<file path="src/rtl/ps2_host_cmd_ctrl.sv">
// ps2_host_cmd_ctrl: host-to-keyboard PS/2 command sequencer.
//   Takes a command (opcode plus optional argument byte). Runs inhibit and request-to-send.
//   Shifts each byte out on the device clock, then checks the line ack.
//   Owns the receive path until the device answers FA (ack) or FE (resend).
//   Retries FE up to MAX_RETRY times, and reports done or err with a held err_code.
// Optional feature: define PS2_BAT_WAIT_EN so that an acked FF (reset) also waits for
//   the AA self-test byte before completing.
// Ports:
//   clk, rst                  system clock, asynchronous active-high reset
//   ps2_clk_i, ps2_data_i     raw open-drain PS/2 lines (asynchronous)
//   ps2_clk_oe, ps2_data_oe   1 = pull the line low, 0 = release
//   cmd_valid/cmd_ready       command handshake; cmd_op, cmd_has_arg, cmd_arg payload
//   rx_valid/rx_byte/rx_err   byte strobe from the scancode receiver
//   rx_owned                  1 while this block consumes received bytes
//   done, err                 one-cycle completion/abort pulses
//   err_code                  01 timeout, 10 no line-ack, 11 retries exhausted/unexpected byte
module ps2_host_cmd_ctrl #(
    parameter int unsigned INHIBIT_CYC  = 5000,
    parameter int unsigned START_TO_CYC = 750000,
    parameter int unsigned BIT_TO_CYC   = 6000,
    parameter int unsigned RESP_TO_CYC  = 1000000,
    parameter int unsigned MAX_RETRY    = 3,
    parameter int unsigned BAT_TO_CYC   = 50000000
) (
    input  logic       clk,
    input  logic       rst,
    input  logic       ps2_clk_i,
    input  logic       ps2_data_i,
    output logic       ps2_clk_oe,
    output logic       ps2_data_oe,
    input  logic       cmd_valid,
    output logic       cmd_ready,
    input  logic [7:0] cmd_op,
    input  logic       cmd_has_arg,
    input  logic [7:0] cmd_arg,
    input  logic       rx_valid,
    input  logic [7:0] rx_byte,
    input  logic       rx_err,
    output logic       rx_owned,
    output logic       done,
    output logic       err,
    output logic [1:0] err_code
);

    localparam int unsigned TO_A    = (START_TO_CYC > BIT_TO_CYC) ? START_TO_CYC : BIT_TO_CYC;
    localparam int unsigned TO_B    = (RESP_TO_CYC > BAT_TO_CYC) ? RESP_TO_CYC : BAT_TO_CYC;
    localparam int unsigned TO_C    = (TO_A > TO_B) ? TO_A : TO_B;
    localparam int unsigned MAX_TO  = (TO_C > INHIBIT_CYC) ? TO_C : INHIBIT_CYC;
    localparam int unsigned CNT_W   = $clog2(MAX_TO + 1);
    localparam int unsigned RETRY_W = (MAX_RETRY < 1) ? 1 : $clog2(MAX_RETRY + 1);

    localparam logic [7:0] BYTE_ACK    = 8'hFA;
    localparam logic [7:0] BYTE_RESEND = 8'hFE;
`ifdef PS2_BAT_WAIT_EN
    localparam logic [7:0] BYTE_RESET  = 8'hFF;
    localparam logic [7:0] BYTE_BAT_OK = 8'hAA;
`endif

    typedef enum logic [3:0] {
        S_IDLE, S_INHIBIT, S_RTS, S_TX, S_LACK, S_WAIT_IDLE, S_RESP, S_BAT, S_DONE, S_ERR
    } state_e;

    state_e               state_q;
    logic [CNT_W-1:0]     cnt_q;
    logic [3:0]           bit_q;
    logic [RETRY_W-1:0]   retry_q;
    logic [7:0]           op_q;
    logic [7:0]           arg_q;
    logic                 has_arg_q;
    logic                 arg_phase_q;
    logic [7:0]           cur_q;
    logic                 clk_oe_q;
    logic                 data_oe_q;
    logic                 cmd_ready_q;
    logic                 rx_owned_q;
    logic                 done_q;
    logic                 err_q;
    logic [1:0]           err_code_q;

    // Line synchronisers; the clock keeps one extra stage for falling-edge detection.
    logic [2:0] clk_sync_q;
    logic [1:0] data_sync_q;

    always_ff @(posedge clk or posedge rst) begin
        if (rst) begin
            clk_sync_q  <= '1;
            data_sync_q <= '1;
        end else begin
            clk_sync_q  <= {clk_sync_q[1:0], ps2_clk_i};
            data_sync_q <= {data_sync_q[0], ps2_data_i};
        end
    end

    logic clk_s, data_s, clk_fall;
    assign clk_s    = clk_sync_q[1];
    assign data_s   = data_sync_q[1];
    assign clk_fall = clk_sync_q[2] & ~clk_sync_q[1];

    logic rx_ack_c, rx_resend_c, bit_to_c;
    assign rx_ack_c    = !rx_err && (rx_byte == BYTE_ACK);
    assign rx_resend_c = rx_err || (rx_byte == BYTE_RESEND);
    assign bit_to_c    = (cnt_q == CNT_W'(BIT_TO_CYC - 1));

    // Abort decode: every path into ERR, with the code it reports.
    logic       abort_c;
    logic [1:0] abort_code_c;

    always_comb begin
        abort_c      = 1'b0;
        abort_code_c = 2'b01;
        case (state_q)
            S_RTS:       abort_c = !clk_fall && (cnt_q == CNT_W'(START_TO_CYC - 1));
            S_TX:        abort_c = !clk_fall && bit_to_c;
            S_LACK: begin
                if (clk_fall) begin
                    abort_c      = data_s;
                    abort_code_c = 2'b10;
                end else begin
                    abort_c = bit_to_c;
                end
            end
            S_WAIT_IDLE: abort_c = !(clk_s && data_s) && bit_to_c;
            S_RESP: begin
                if (rx_valid) begin
                    abort_c      = !(rx_ack_c || (rx_resend_c && (retry_q < RETRY_W'(MAX_RETRY))));
                    abort_code_c = 2'b11;
                end else begin
                    abort_c = (cnt_q == CNT_W'(RESP_TO_CYC - 1));
                end
            end
`ifdef PS2_BAT_WAIT_EN
            S_BAT: begin
                if (rx_valid) begin
                    abort_c      = rx_err || (rx_byte != BYTE_BAT_OK);
                    abort_code_c = 2'b11;
                end else begin
                    abort_c = (cnt_q == CNT_W'(BAT_TO_CYC - 1));
                end
            end
`endif
            default: abort_c = 1'b0;
        endcase
    end

    // Main sequencer; all outputs are registered alongside the state.
    always_ff @(posedge clk or posedge rst) begin
        if (rst) begin
            state_q     <= S_IDLE;
            cnt_q       <= '0;
            bit_q       <= '0;
            retry_q     <= '0;
            op_q        <= '0;
            arg_q       <= '0;
            has_arg_q   <= 1'b0;
            arg_phase_q <= 1'b0;
            cur_q       <= '0;
            clk_oe_q    <= 1'b0;
            data_oe_q   <= 1'b0;
            cmd_ready_q <= 1'b1;
            rx_owned_q  <= 1'b0;
            done_q      <= 1'b0;
            err_q       <= 1'b0;
            err_code_q  <= 2'b00;
        end else begin
            done_q <= 1'b0;
            err_q  <= 1'b0;
            cnt_q  <= cnt_q + CNT_W'(1);
            if (abort_c) begin
                state_q    <= S_ERR;
                err_q      <= 1'b1;
                err_code_q <= abort_code_c;
                clk_oe_q   <= 1'b0;
                data_oe_q  <= 1'b0;
                rx_owned_q <= 1'b0;
            end else begin
                case (state_q)
                    S_IDLE: begin
                        if (cmd_valid && cmd_ready_q) begin
                            op_q        <= cmd_op;
                            arg_q       <= cmd_arg;
                            has_arg_q   <= cmd_has_arg;
                            cur_q       <= cmd_op;
                            arg_phase_q <= 1'b0;
                            retry_q     <= '0;
                            err_code_q  <= 2'b00;
                            cmd_ready_q <= 1'b0;
                            clk_oe_q    <= 1'b1;
                            data_oe_q   <= 1'b0;
                            cnt_q       <= '0;
                            state_q     <= S_INHIBIT;
                        end
                    end
                    S_INHIBIT: begin
                        // Start bit goes down one cycle before the clock is released.
                        if (cnt_q == CNT_W'(INHIBIT_CYC - 2)) begin
                            data_oe_q <= 1'b1;
                        end
                        if (cnt_q == CNT_W'(INHIBIT_CYC - 1)) begin
                            clk_oe_q   <= 1'b0;
                            data_oe_q  <= 1'b1;
                            rx_owned_q <= 1'b1;
                            cnt_q      <= '0;
                            state_q    <= S_RTS;
                        end
                    end
                    S_RTS: begin
                        if (clk_fall) begin
                            data_oe_q <= ~cur_q[0];
                            bit_q     <= 4'd1;
                            cnt_q     <= '0;
                            state_q   <= S_TX;
                        end
                    end
                    S_TX: begin
                        // bit_q counts edges already seen; this edge is number bit_q+1.
                        if (clk_fall) begin
                            bit_q <= bit_q + 4'd1;
                            cnt_q <= '0;
                            if (bit_q < 4'd8) begin
                                data_oe_q <= ~cur_q[bit_q[2:0]];
                            end else if (bit_q == 4'd8) begin
                                data_oe_q <= ~(~^cur_q);
                            end else begin
                                data_oe_q <= 1'b0;
                                state_q   <= S_LACK;
                            end
                        end
                    end
                    S_LACK: begin
                        if (clk_fall) begin
                            cnt_q   <= '0;
                            state_q <= S_WAIT_IDLE;
                        end
                    end
                    S_WAIT_IDLE: begin
                        if (clk_s && data_s) begin
                            cnt_q   <= '0;
                            state_q <= S_RESP;
                        end
                    end
                    S_RESP: begin
                        if (rx_valid) begin
                            if (rx_ack_c) begin
                                // A phase flag rather than comparing cur_q with op_q keeps an
                                // argument equal to its opcode from being resent forever.
                                if (has_arg_q && !arg_phase_q) begin
                                    cur_q       <= arg_q;
                                    arg_phase_q <= 1'b1;
                                    retry_q     <= '0;
                                    clk_oe_q    <= 1'b1;
                                    data_oe_q   <= 1'b0;
                                    rx_owned_q  <= 1'b0;
                                    cnt_q       <= '0;
                                    state_q     <= S_INHIBIT;
                                end
`ifdef PS2_BAT_WAIT_EN
                                else if (op_q == BYTE_RESET) begin
                                    cnt_q   <= '0;
                                    state_q <= S_BAT;
                                end
`endif
                                else begin
                                    done_q     <= 1'b1;
                                    rx_owned_q <= 1'b0;
                                    state_q    <= S_DONE;
                                end
                            end else begin
                                // Resend with retries left (exhaustion is an abort).
                                retry_q    <= retry_q + RETRY_W'(1);
                                clk_oe_q   <= 1'b1;
                                data_oe_q  <= 1'b0;
                                rx_owned_q <= 1'b0;
                                cnt_q      <= '0;
                                state_q    <= S_INHIBIT;
                            end
                        end
                    end
`ifdef PS2_BAT_WAIT_EN
                    S_BAT: begin
                        if (rx_valid) begin
                            done_q     <= 1'b1;
                            rx_owned_q <= 1'b0;
                            state_q    <= S_DONE;
                        end
                    end
`endif
                    S_DONE, S_ERR: begin
                        cmd_ready_q <= 1'b1;
                        state_q     <= S_IDLE;
                    end
                    default: begin
                        clk_oe_q    <= 1'b0;
                        data_oe_q   <= 1'b0;
                        rx_owned_q  <= 1'b0;
                        cmd_ready_q <= 1'b1;
                        state_q     <= S_IDLE;
                    end
                endcase
            end
        end
    end

    assign ps2_clk_oe  = clk_oe_q;
    assign ps2_data_oe = data_oe_q;
    assign cmd_ready   = cmd_ready_q;
    assign rx_owned    = rx_owned_q;
    assign done        = done_q;
    assign err         = err_q;
    assign err_code    = err_code_q;

endmodule
</file>
<file path="config.mk">
export PLATFORM = sky130hd
export DESIGN_NAME = ps2_host_cmd_ctrl
export DESIGN_NICKNAME = d
export VERILOG_FILES = /design/src/rtl/ps2_host_cmd_ctrl.sv
export SDC_FILE = /design/constraint.sdc
export NUM_CORES = 1
export LEC_CHECK = 0
export BUFFER_PORTS_ARGS = -buffer_cell sky130_fd_sc_hd__buf_2
export CAP_MARGIN = 5
export CORE_MARGIN = 2
export CORE_UTILIZATION = 63
export CTS_BUF_LIST = sky130_fd_sc_hd__clkbuf_4 sky130_fd_sc_hd__clkbuf_8 sky130_fd_sc_hd__clkbuf_16
export CTS_CLUSTER_SIZE = 12
export DETAILED_ROUTE_END_ITERATION = 16
export GPL_TIMING_DRIVEN = 0
export PLACE_DENSITY = 0.85
export SLEW_MARGIN = 0
export SYNTH_ARGS = -nofsm -noshare
export SYNTH_HDL_FRONTEND = slang
export SYNTH_SLANG_ARGS = --single-unit
</file>
<file path="constraint.sdc">
create_clock -name clk -period 3.8 [get_ports clk]
set_clock_uncertainty 0.1 [all_clocks]
set_input_delay 0.95 -clock clk [delete_from_list [all_inputs] [get_ports clk]]
set_output_delay 0.95 -clock clk [all_outputs]
set_load 0.01 [all_outputs]
</file>
==> results.py, run 1 <==
metrics = {
    "clocking": {
        "clk_pin_slew_worst_paths_ns": 0.08,
        "clk_path_buf_depth": 2,
        "clkLatencyLatePin_ns": 0.35,
        "cts.sinks": 67,
        "cts_tree": "built",
        "root_buffer": "clkbuf_8",
        "cts-buffers-inserted": 9,
        "htree_levels": 3,
        "holdBufCountCts": 0,
        "postCtsResizedCells": 0,
        "postCtsSetupBuffers": 0,
    },
    "setup_path": {
        "worstPathArrival_ns": 2.98,
        "reg2regPathDepth": 6,
        "rrSetupSlack_ns": 1.13,
        "reg2reg_from": "cnt_q[16]$_DFF_PP0_",
        "path_class": "in -> reg",
        "startpoint_type": "input pin",
        "timing.rr.end": "retry_q[0]$_DFFE_PP0P_",
        "critPathMaxFanout": 10,
        "critPathRequiredTime_ns": 3.97,
        "cp-end-kind": "flip-flop",
    },
    "cells_and_area": {
        "layout-drive-gt1-share": 0.225,
        "register_area_um2": 1680,
        "final_nets": 467,
        "area_growth_pct": 13.8,
        "n_fill_cell": 423,
        "utilization": 0.752,
        "multiInputGateArea_um2": 1870,
        "diodes": 0,
        "fin_area_um2": 4190,
    },
    "sta": {
        "rsz0062_at_grt": "no",
        "slew_viol_final": 0,
        "tightestPinTransition_ns": 0.790,
        "slew_headroom": 0.468,
        "layout_setup_ws_ns": 0.995,
        "hold_violations": 0,
        "timing.setup.tns_ns": 0,
        "min_period_over_period": 0.738,
        "finalSetupViolCount": 0,
        "layout_min_cycle_time_ns": 2.81,
        "max_freq_mhz": 356,
        "worst_hold_slack_ns": 0.259,
    },
    "pwr": {
        "powerDensity_nw_per_um2": 706,
        "p_seq_frac": 0.369,
        "pwr-share-comb": 0.425,
        "p_leak_uw": 0.00183,
        "clockPowerShare": 0.207,
        "p_int_uw": 1790,
        "power_switching_share": 0.394,
        "power.switching_uw": 1170,
        "ir_drop_mv": 0.394,
    },
    "hold_path": {
        "min_from": "clk_sync_q[0]$_DFF_PP1_",
        "hp-class": "reg -> reg",
        "hold_depth": 0,
        "holdPathEnd": "clk_sync_q[1]$_DFF_PP1_",
    },
    "global_routing": {
        "grt_max_degree": 38,
        "grt_pass1_vias": 3157,
        "grt_pass1_wl_um": 15000,
        "grt_remaining_overflow": 0,
        "antenna_found_initial": 0,
        "track_usage": 0.306,
    },
    "yosys": {
        "synth-edff-count": 0,
        "synth_cell_types": 67,
        "ys_ff_latch": 67,
        "yosysWarnings": 0,
        "ys_async_sr_fraction": 1.00,
        "syn_area_um2": 3680,
        "synth_cells": 379,
        "ys_seq_area_frac": 0.458,
        "ys.flop_type": "dfrtp_1",
        "synth_area_per_cell_um2": 9.71,
        "synth_nets": 416,
    },
    "place": {
        "dp_hpwl_um": 6230,
        "dpl_cell_area_um2": 3990,
        "pre_cts_ws_ns": 0.823,
        "portBuffers": 39,
        "gp_congestion": 0.902,
    },
    "route": {
        "routed_wl_um": 8850,
        "wl_per_cell_um": 17.4,
        "drc": 0,
        "drtAntennaViolNets": 0,
        "dr.pass1.iters": 5,
        "dr_total_vias": 3202,
        "via_per_inst": 6.32,
        "drtIter0Drc": 323,
    },
    "floorplanning": {
        "dieArea_um2": 6470,
        "initial_utilization": 0.660,
        "placementRows": 27,
        "core_um2": 5570,
        "ios": 40,
        "die_y_um": 80.4,
        "chipWidth_um": 80.4,
    },
    "run_status": {
        "status": "complete, no violations",
    },
    "job": {
        "drv_cap": 0,
    },
}
cell usage after synthesis, drive strengths merged (11+ instances only):
master / count / share of area
nand3: 18 / 0.024
nand2: 42 / 0.044
clkbuf: 11 / 0.014
dfrtp: 61 / 0.41
a21oi: 39 / 0.053
xnor2: 14 / 0.033
and3: 11 / 0.019
xor2: 18 / 0.043
nor2: 30 / 0.031
state kept, by name (all words and copies together), names as in the netlist, 3 cells and up:
signal,flops
bit_q,4
state_q,4
cnt_q,26
clk_sync_q,3
arg_q,8
cur_q,8
through the flow:
stage,power (µW),cells
2_1_floorplan,1990,379
3_3_place_gp,2250,490
3_5_place_dp,2310,491
4_1_cts,2940,507
5_1_grt,3140,507
6_report,2960,507
layout by cell type, fill, tap and decap left out, types with 4 or more instances in the layout:
cell type	netlist	layout
clkbuf_1	10	10
o21ai_0	9	9
nand2_1	41	41
nor2b_1	5	5
and3_1	10	10
dfrtp_1	61	61
buf_2	1	40
nor2_1	29	29
clkbuf_8	1	11
nor3_1	7	7
nand4_1	10	10
xnor2_1	14	14
dfstp_2	6	6
a21oi_1	39	39
xor2_1	18	18
nand3_1	18	18
mux2_2	10	10
nand2b_1	4	4
ha_1	5	5
a31oi_1	10	10
inv_1	7	6
worst max-delay path by stage:
| stage | from | endpoint | slack [ns] | depth (start not counted) |
|---|---|---|---|---|
| after floorplan | rst | arg_phase_q$_DFFE_PP0P_ | 1.08 | 1 |
| after global placement | rst | bit_q[2]$_DFFE_PP0P_ | 0.35 | 2 |
| after detailed placement | rx_byte[0] | cnt_q[18]$_DFF_PP0_ | 0.82 | 8 |
| after CTS | rx_byte[0] | cnt_q[18]$_DFF_PP0_ | 1.12 | 8 |
| after global routing | rx_byte[0] | cnt_q[18]$_DFF_PP0_ | 0.79 | 8 |
| final | rx_byte[0] | cnt_q[6]$_DFF_PP0_ | 0.99 | 8 |
cells by family (layout without fill, tap and decap cells):
group / Yosys count / count (layout) / share of synthesized area
adders and majority gates: 5 / 5 / 0.0170
and+or+nand+nor: 158 / 158 / 0.236
DFF: 67 / 67 / 0.458
muxes: 13 / 13 / 0.0455
xor gates and xnor gates: 32 / 32 / 0.0761
buffers and inverters: 24 / 80 / 0.0347
AOI/OAI and AO/OA: 80 / 80 / 0.133
final cells by class:
| type | instances | area share |
|---|---|---|
| well taps | 72 | 0.0215 |
| inverters | 8 | 0.00717 |
| clock buffers | 12 | 0.0364 |
| multi-input cells | 288 | 0.446 |
| plain buffers | 16 | 0.0233 |
| flip-flops and latches | 67 | 0.402 |
| repair buffers | 40 | 0.0514 |
| clock inverters | 4 | 0.0119 |
critical path, stage by stage:
cell and delay [ns]:
buf_2 0.09, nand3b_1 0.16, nor4_1 0.61, nand2_1 0.28, a21oi_1 0.23, nor2_1 0.16
clkbuf_1 0.28, a21oi_1 0.21
per-layer routing:
| layer | vias to the layer above | global-route usage | routed length (µm) |
|---|---|---|---|
| li1 | 1473 | - | - |
| met1 | 1557 | 0.417 | 3900 |
| met2 | 146 | 0.474 | 4140 |
| met3 | 26 | 0.0697 | 592 |
| met4 | 0 | 0.127 | 215 |
| met5 | - | 0 | 0 |
power by group through the flow:
stage | Sequential (µW) | Clock, µW | Combinational (µW)
after global placement | 1080 | 0 | 1180
after detailed placement | 1090 | 0 | 1220
after CTS | 1080 | 613 | 1240
after floorplan | 1050 | 0 | 944
after global routing | 1110 | 645 | 1380
final | 1090 | 611 | 1250
No activity file was read; power rests on OpenSTA's default activity.
==> run 2: changes to the inputs <==
--- a/config.mk
+++ b/config.mk
@@ -8,12 +8,12 @@
 export BUFFER_PORTS_ARGS = -buffer_cell sky130_fd_sc_hd__buf_2
 export CAP_MARGIN = 5
 export CORE_MARGIN = 2
-export CORE_UTILIZATION = 63
+export CORE_UTILIZATION = 59
 export CTS_BUF_LIST = sky130_fd_sc_hd__clkbuf_4 sky130_fd_sc_hd__clkbuf_8 sky130_fd_sc_hd__clkbuf_16
 export CTS_CLUSTER_SIZE = 12
 export DETAILED_ROUTE_END_ITERATION = 16
 export GPL_TIMING_DRIVEN = 0
-export PLACE_DENSITY = 0.85
+export PLACE_DENSITY = 0.8
 export SLEW_MARGIN = 0
 export SYNTH_ARGS = -nofsm -noshare
 export SYNTH_HDL_FRONTEND = slang
==> constraint.sdc (replaced) <==
create_clock -name clk -period 2.9 [get_ports clk]
set_clock_uncertainty 0.1 [all_clocks]
set_input_delay 0.725 -clock clk [delete_from_list [all_inputs] [get_ports clk]]
set_output_delay 0.725 -clock clk [all_outputs]
set_load 0.01 [all_outputs]
==> results.py, run 2 (same netlist as run 1, synthesis figures left out) <==
metrics = {
    "floorplanning": {
        "dieArea_um2": 6890,
        "placementRows": 28,
        "initial_utilization": 0.614,
        "die_y_um": 83.0,
        "core_um2": 5990,
        "ios": 40,
        "chipWidth_um": 83.0,
    },
    "route": {
        "via_per_inst": 6.07,
        "wl_per_cell_um": 16.2,
        "drc": 0,
        "routed_wl_um": 8300,
        "drtAntennaViolNets": 0,
        "dr.pass1.iters": 5,
        "drtIter0Drc": 279,
        "dr_total_vias": 3101,
    },
    "sta": {
        "slew_viol_final": 0,
        "slew_headroom": 0.545,
        "timing.setup.tns_ns": 0,
        "hold_violations": 0,
        "max_freq_mhz": 375,
        "finalSetupViolCount": 0,
        "tightestPinTransition_ns": 0.676,
        "rsz0062_at_grt": "no",
        "min_period_over_period": 0.921,
        "layout_min_cycle_time_ns": 2.67,
    },
    "global_routing": {
        "track_usage": 0.257,
        "grt_max_degree": 27,
        "grt_pass1_vias": 3007,
        "grt_remaining_overflow": 0,
        "antenna_found_initial": 0,
        "grt_pass1_wl_um": 14200,
    },
    "pwr": {
        "powerDensity_nw_per_um2": 903,
        "ir_drop_mv": 0.688,
        "total_power_uw": 3800,
        "p_leak_uw": 0.00185,
    },
    "cells_and_area": {
        "largest_register_ffs": 26,
        "final_common_cell": "dfrtp_1",
        "final_nets": 468,
        "fin_area_um2": 4210,
        "regMostFlops": "cnt_q",
        "reg_top3": "cnt_q x26, arg_q x8, cur_q x8",
        "n_fill_cell": 442,
        "final_cell_mix": "61 x dfrtp_1, 41 x nand2_1, 40 x buf_2",
        "diodes": 0,
        "layout-drive-gt1-share": 0.227,
        "area_growth_pct": 14.4,
    },
    "setup_path": {
        "path_class": "reg -> reg",
        "crit_chain": "nor4_1 -> nand4bb_4 -> o21ai_2 -> nand4bb_1 -> nor3_1 -> mux2_2",
        "worstPathArrival_ns": 2.79,
        "reg2reg_from": "cnt_q[16]$_DFF_PP0_",
        "startpoint_type": "flip-flop",
        "critPathMaxFanout": 7,
        "critPathRequiredTime_ns": 3.02,
        "timing.rr.end": "retry_q[0]$_DFFE_PP0P_",
        "cp-end-kind": "flip-flop",
        "slowest_delay_ns": 0.62,
        "reg2regPathDepth": 6,
        "rrSetupSlack_ns": 0.23,
        "crit_slowest_cell": "nor4_1",
    },
    "clocking": {
        "clkLatencyLatePin_ns": 0.35,
        "holdBufCountCts": 0,
        "root_buffer": "clkbuf_8",
        "cts.sinks": 67,
        "postCtsResizedCells": 0,
        "cts-buffers-inserted": 9,
        "cts_tree": "built",
        "postCtsSetupBuffers": 0,
        "clk_path_buf_depth": 2,
        "htree_levels": 3,
        "clk_pin_slew_worst_paths_ns": 0.08,
    },
    "hold_path": {
        "hold_depth": 0,
        "hp-class": "reg -> reg",
        "holdPathEnd": "clk_sync_q[1]$_DFF_PP1_",
        "min_from": "clk_sync_q[0]$_DFF_PP1_",
    },
    "place": {
        "dp_hpwl_um": 6100,
        "portBuffers": 39,
        "dpl_cell_area_um2": 4020,
        "gp_congestion": 0.927,
    },
    "job": {
        "drv_cap": 0,
    },
    "run_status": {
        "status": "complete, no violations",
    },
}
## run 2: cell types whose count changed in the layout (fill, tap and decap cells not counted)
cell | previous run | this run
clkinv_4 | 0 | 1
clkinv_2 | 1 | 3
buf_16 | 0 | 1
clkbuf_8 | 11 | 10
clkinvlp_4 | 2 | 0
## run 2: critical path, delay by kind of cell, from the launching register on
kind | cells | cell delay (ns)
and+or+nand+nor | 4 | 1.36
DFF | 1 | 0.47
muxes | 1 | 0.40
AOI/OAI and AO/OA | 1 | 0.22
## run 2: area by class of cell
class,instances,area [µm²],share of cell area
Clock buffer,11,139,0.0330
Timing Repair Buffer,41,243,0.0577
Tap cell,75,93.8,0.0223
Clock inverter,5,53.8,0.0128
Buffer,16,97.6,0.0232
Multi-Input combinational cell,288,1870,0.444
Sequential cell,67,1680,0.400
Inverter,8,30.0,0.00713
## run 2: worst max-delay path by stage
stage | end | start | cells past startpoint
3_3_place_gp | bit_q[2]$_DFFE_PP0P_ | rst | 2
4_1_cts | retry_q[0]$_DFFE_PP0P_ | cnt_q[16]$_DFF_PP0_ | 6
6_report | retry_q[0]$_DFFE_PP0P_ | cnt_q[16]$_DFF_PP0_ | 6
5_1_grt | cnt_q[20]$_DFF_PP0_ | cnt_q[16]$_DFF_PP0_ | 7
3_5_place_dp | cnt_q[20]$_DFF_PP0_ | rx_byte[0] | 8
2_1_floorplan | arg_phase_q$_DFFE_PP0P_ | rst | 1
## run 2: power breakdown
part / total (µW) / internal, µW / leakage, µW / switching [µW]
sequential: 1410 / 1190 / 0.000859 / 224
combinational: 1630 / 719 / 0.000889 / 907
clock: 764 / 413 / 0.000104 / 350
total: 3800 / 2320 / 0.00185 / 1480
## run 2: stage by stage
step | setup WS, ns | hold slack [ns] | std cells | utilization
floorplan | 0.402 | 0.245 | 379 | -
global placement | -0.355 | 0.247 | 493 | 0.663
detailed placement | 0.153 | 0.247 | 495 | 0.671
CTS | 0.220 | 0.258 | 511 | 0.703
global route | 0.101 | 0.260 | 511 | 0.703
finish | 0.230 | 0.258 | 511 | 0.703
## run 2: per-layer routing
metal | track usage | up-vias | part of all wire
li1 | - | 1466 | -
met1 | 0.365 | 1502 | 0.46
met2 | 0.391 | 116 | 0.46
met3 | 0.0477 | 17 | 0.061
met5 | 0 | - | 0
met4 | 0.106 | 0 | 0.020
==> run 3: changes to the inputs <==
--- a/config.mk
+++ b/config.mk
@@ -13,7 +13,7 @@
 export CTS_CLUSTER_SIZE = 12
 export DETAILED_ROUTE_END_ITERATION = 16
 export GPL_TIMING_DRIVEN = 0
-export PLACE_DENSITY = 0.8
+export PLACE_DENSITY = 0.88
 export SLEW_MARGIN = 0
 export SYNTH_ARGS = -nofsm -noshare
 export SYNTH_HDL_FRONTEND = slang
==> results.py, run 3 (same netlist as run 1, synthesis figures left out) <==
metrics = {
    "cells_and_area": {
        "fin_area_um2": 4230,
        "final_common_cell": "dfrtp_1",
        "final_cell_mix": "61 x dfrtp_1, 41 x nand2_1, 40 x buf_2",
        "layout-drive-gt1-share": 0.225,
        "area_growth_pct": 14.8,
        "final_nets": 467,
        "regMostFlops": "cnt_q",
        "reg_top3": "cnt_q x26, arg_q x8, cur_q x8",
        "n_fill_cell": 421,
        "fin_cells": 510,
        "diodes": 0,
        "largest_register_ffs": 26,
    },
    "sta": {
        "slew_headroom": 0.520,
        "max_freq_mhz": 367,
        "timing.setup.tns_ns": 0,
        "layout_min_cycle_time_ns": 2.72,
        "hold_violations": 0,
        "slew_viol_final": 0,
        "min_period_over_period": 0.939,
        "rsz0062_at_grt": "no",
        "tightestPinTransition_ns": 0.713,
        "finalSetupViolCount": 0,
        "layout_setup_ws_ns": 0.176,
    },
    "pwr": {
        "p_leak_uw": 0.00185,
        "powerDensity_nw_per_um2": 937,
        "p_int_uw": 2440,
        "ir_drop_mv": 0.607,
        "pwr-share-comb": 0.409,
        "power_switching_share": 0.384,
        "power.switching_uw": 1520,
        "clockPowerShare": 0.231,
        "total_power_uw": 3960,
        "p_seq_frac": 0.360,
    },
    "setup_path": {
        "crit_slowest_cell": "nor4_1",
        "slowest_delay_ns": 0.65,
        "crit_chain": "nor4_1 -> nand4bb_4 -> o21ai_2 -> nand4bb_1 -> nor3_1 -> mux2_2",
        "path_class": "reg -> reg",
        "rrSetupSlack_ns": 0.18,
        "startpoint_type": "flip-flop",
        "critPathRequiredTime_ns": 3.03,
        "critPathMaxFanout": 7,
        "worstPathArrival_ns": 2.85,
        "cp-end-kind": "flip-flop",
    },
    "global_routing": {
        "grt_max_degree": 36,
        "antenna_found_initial": 0,
        "grt_pass1_wl_um": 14500,
        "grt_pass1_vias": 2972,
        "track_usage": 0.261,
        "grt_remaining_overflow": 0,
    },
    "route": {
        "via_per_inst": 6.17,
        "drc": 0,
        "dr_total_vias": 3145,
        "routed_wl_um": 8730,
        "drtIter0Drc": 397,
        "wl_per_cell_um": 17.1,
        "dr.pass1.iters": 5,
        "drtAntennaViolNets": 0,
    },
    "place": {
        "gp_congestion": 0.965,
        "placed_cells": 494,
        "portBuffers": 39,
        "dpl_cell_area_um2": 3990,
        "dp_hpwl_um": 6100,
        "pre_cts_ws_ns": 0.186,
    },
    "floorplanning": {
        "core_um2": 5990,
        "placementRows": 28,
        "ios": 40,
        "dieArea_um2": 6890,
        "die_y_um": 83.0,
        "initial_utilization": 0.614,
        "chipWidth_um": 83.0,
    },
    "job": {
        "drv_cap": 0,
    },
    "run_status": {
        "status": "complete, no violations",
    },
    "hold_path": {
        "hp-class": "reg -> reg",
    },
    "clocking": {
        "htree_levels": 3,
        "clk_pin_slew_worst_paths_ns": 0.08,
        "cts-buffers-inserted": 9,
        "clk_path_buf_depth": 2,
        "root_buffer": "clkbuf_8",
        "holdBufCountCts": 0,
        "postCtsSetupBuffers": 0,
        "cts_tree": "built",
        "postCtsResizedCells": 0,
        "clkLatencyLatePin_ns": 0.35,
        "cts.sinks": 67,
    },
}
-- run 3: cell count changes in the layout (fill, tap and decap cells not counted), sizes merged --
cell	change
bufinv	+1
clkinv	-2
buf	-1
clkinvlp	+1
-- run 3: power by group through the flow --
stage          clock network (µW)  logic [µW]  registers [µW]
4_1_cts                       911        1600            1420
2_1_floorplan                   0        1240            1380
6_report                      915        1620            1430
5_1_grt                       957        1770            1460
3_3_place_gp                    0        1540            1410
3_5_place_dp                    0        1580            1430
-- run 3: worst paths after layout --
kind                                               start                       end  depth (start not counted)
worst max register to register       cnt_q[16]$_DFF_PP0_    retry_q[0]$_DFFE_PP0P_                          6
min in group asynchronous                            rst   err_code[0]$_DFFE_PP0P_                          2
worst min register to register  data_sync_q[0]$_DFF_PP1_  data_sync_q[1]$_DFF_PP1_                          0
worst max-delay path                 cnt_q[16]$_DFF_PP0_    retry_q[0]$_DFFE_PP0P_                          6
max in group asynchronous                            rst      rx_owned$_DFFE_PP0P_                          3
worst min-delay path            data_sync_q[0]$_DFF_PP1_  data_sync_q[1]$_DFF_PP1_                          0
-- run 3: through the flow --
stage          utilization  hold slack (ns)
2_1_floorplan            -            0.245
3_3_place_gp         0.663            0.247
3_5_place_dp         0.666            0.254
4_1_cts              0.706            0.266
5_1_grt              0.706            0.270
6_report             0.706            0.265
-- run 3: critical path: cells and delay by family (launching register included) --
family / cells / cell delay, ns
and+or+nand+nor: 4 / 1.44
DFF: 1 / 0.46
AOI/OAI and AO/OA: 1 / 0.21
muxes: 1 / 0.40
-- run 3: layout make-up --
type | count | area, µm² | share of cell area
sequential | 67 | 1680 | 0.398
inverter | 8 | 30.0 | 0.00710
tap | 75 | 93.8 | 0.0222
multi-input combinational | 288 | 1870 | 0.442
buffer | 16 | 97.6 | 0.0231
timing repair buffer | 40 | 215 | 0.0509
clock buffer | 11 | 151 | 0.0358
clock inverter | 5 | 85.1 | 0.0201
-- run 3: layer usage --
layer / vias up / global-route usage / part of all wire
met5: - / 0 / 0
met4: 0 / 0.0879 / 0.019
met3: 16 / 0.0686 / 0.072
met2: 129 / 0.393 / 0.48
met1: 1538 / 0.368 / 0.43
li1: 1462 / - / -
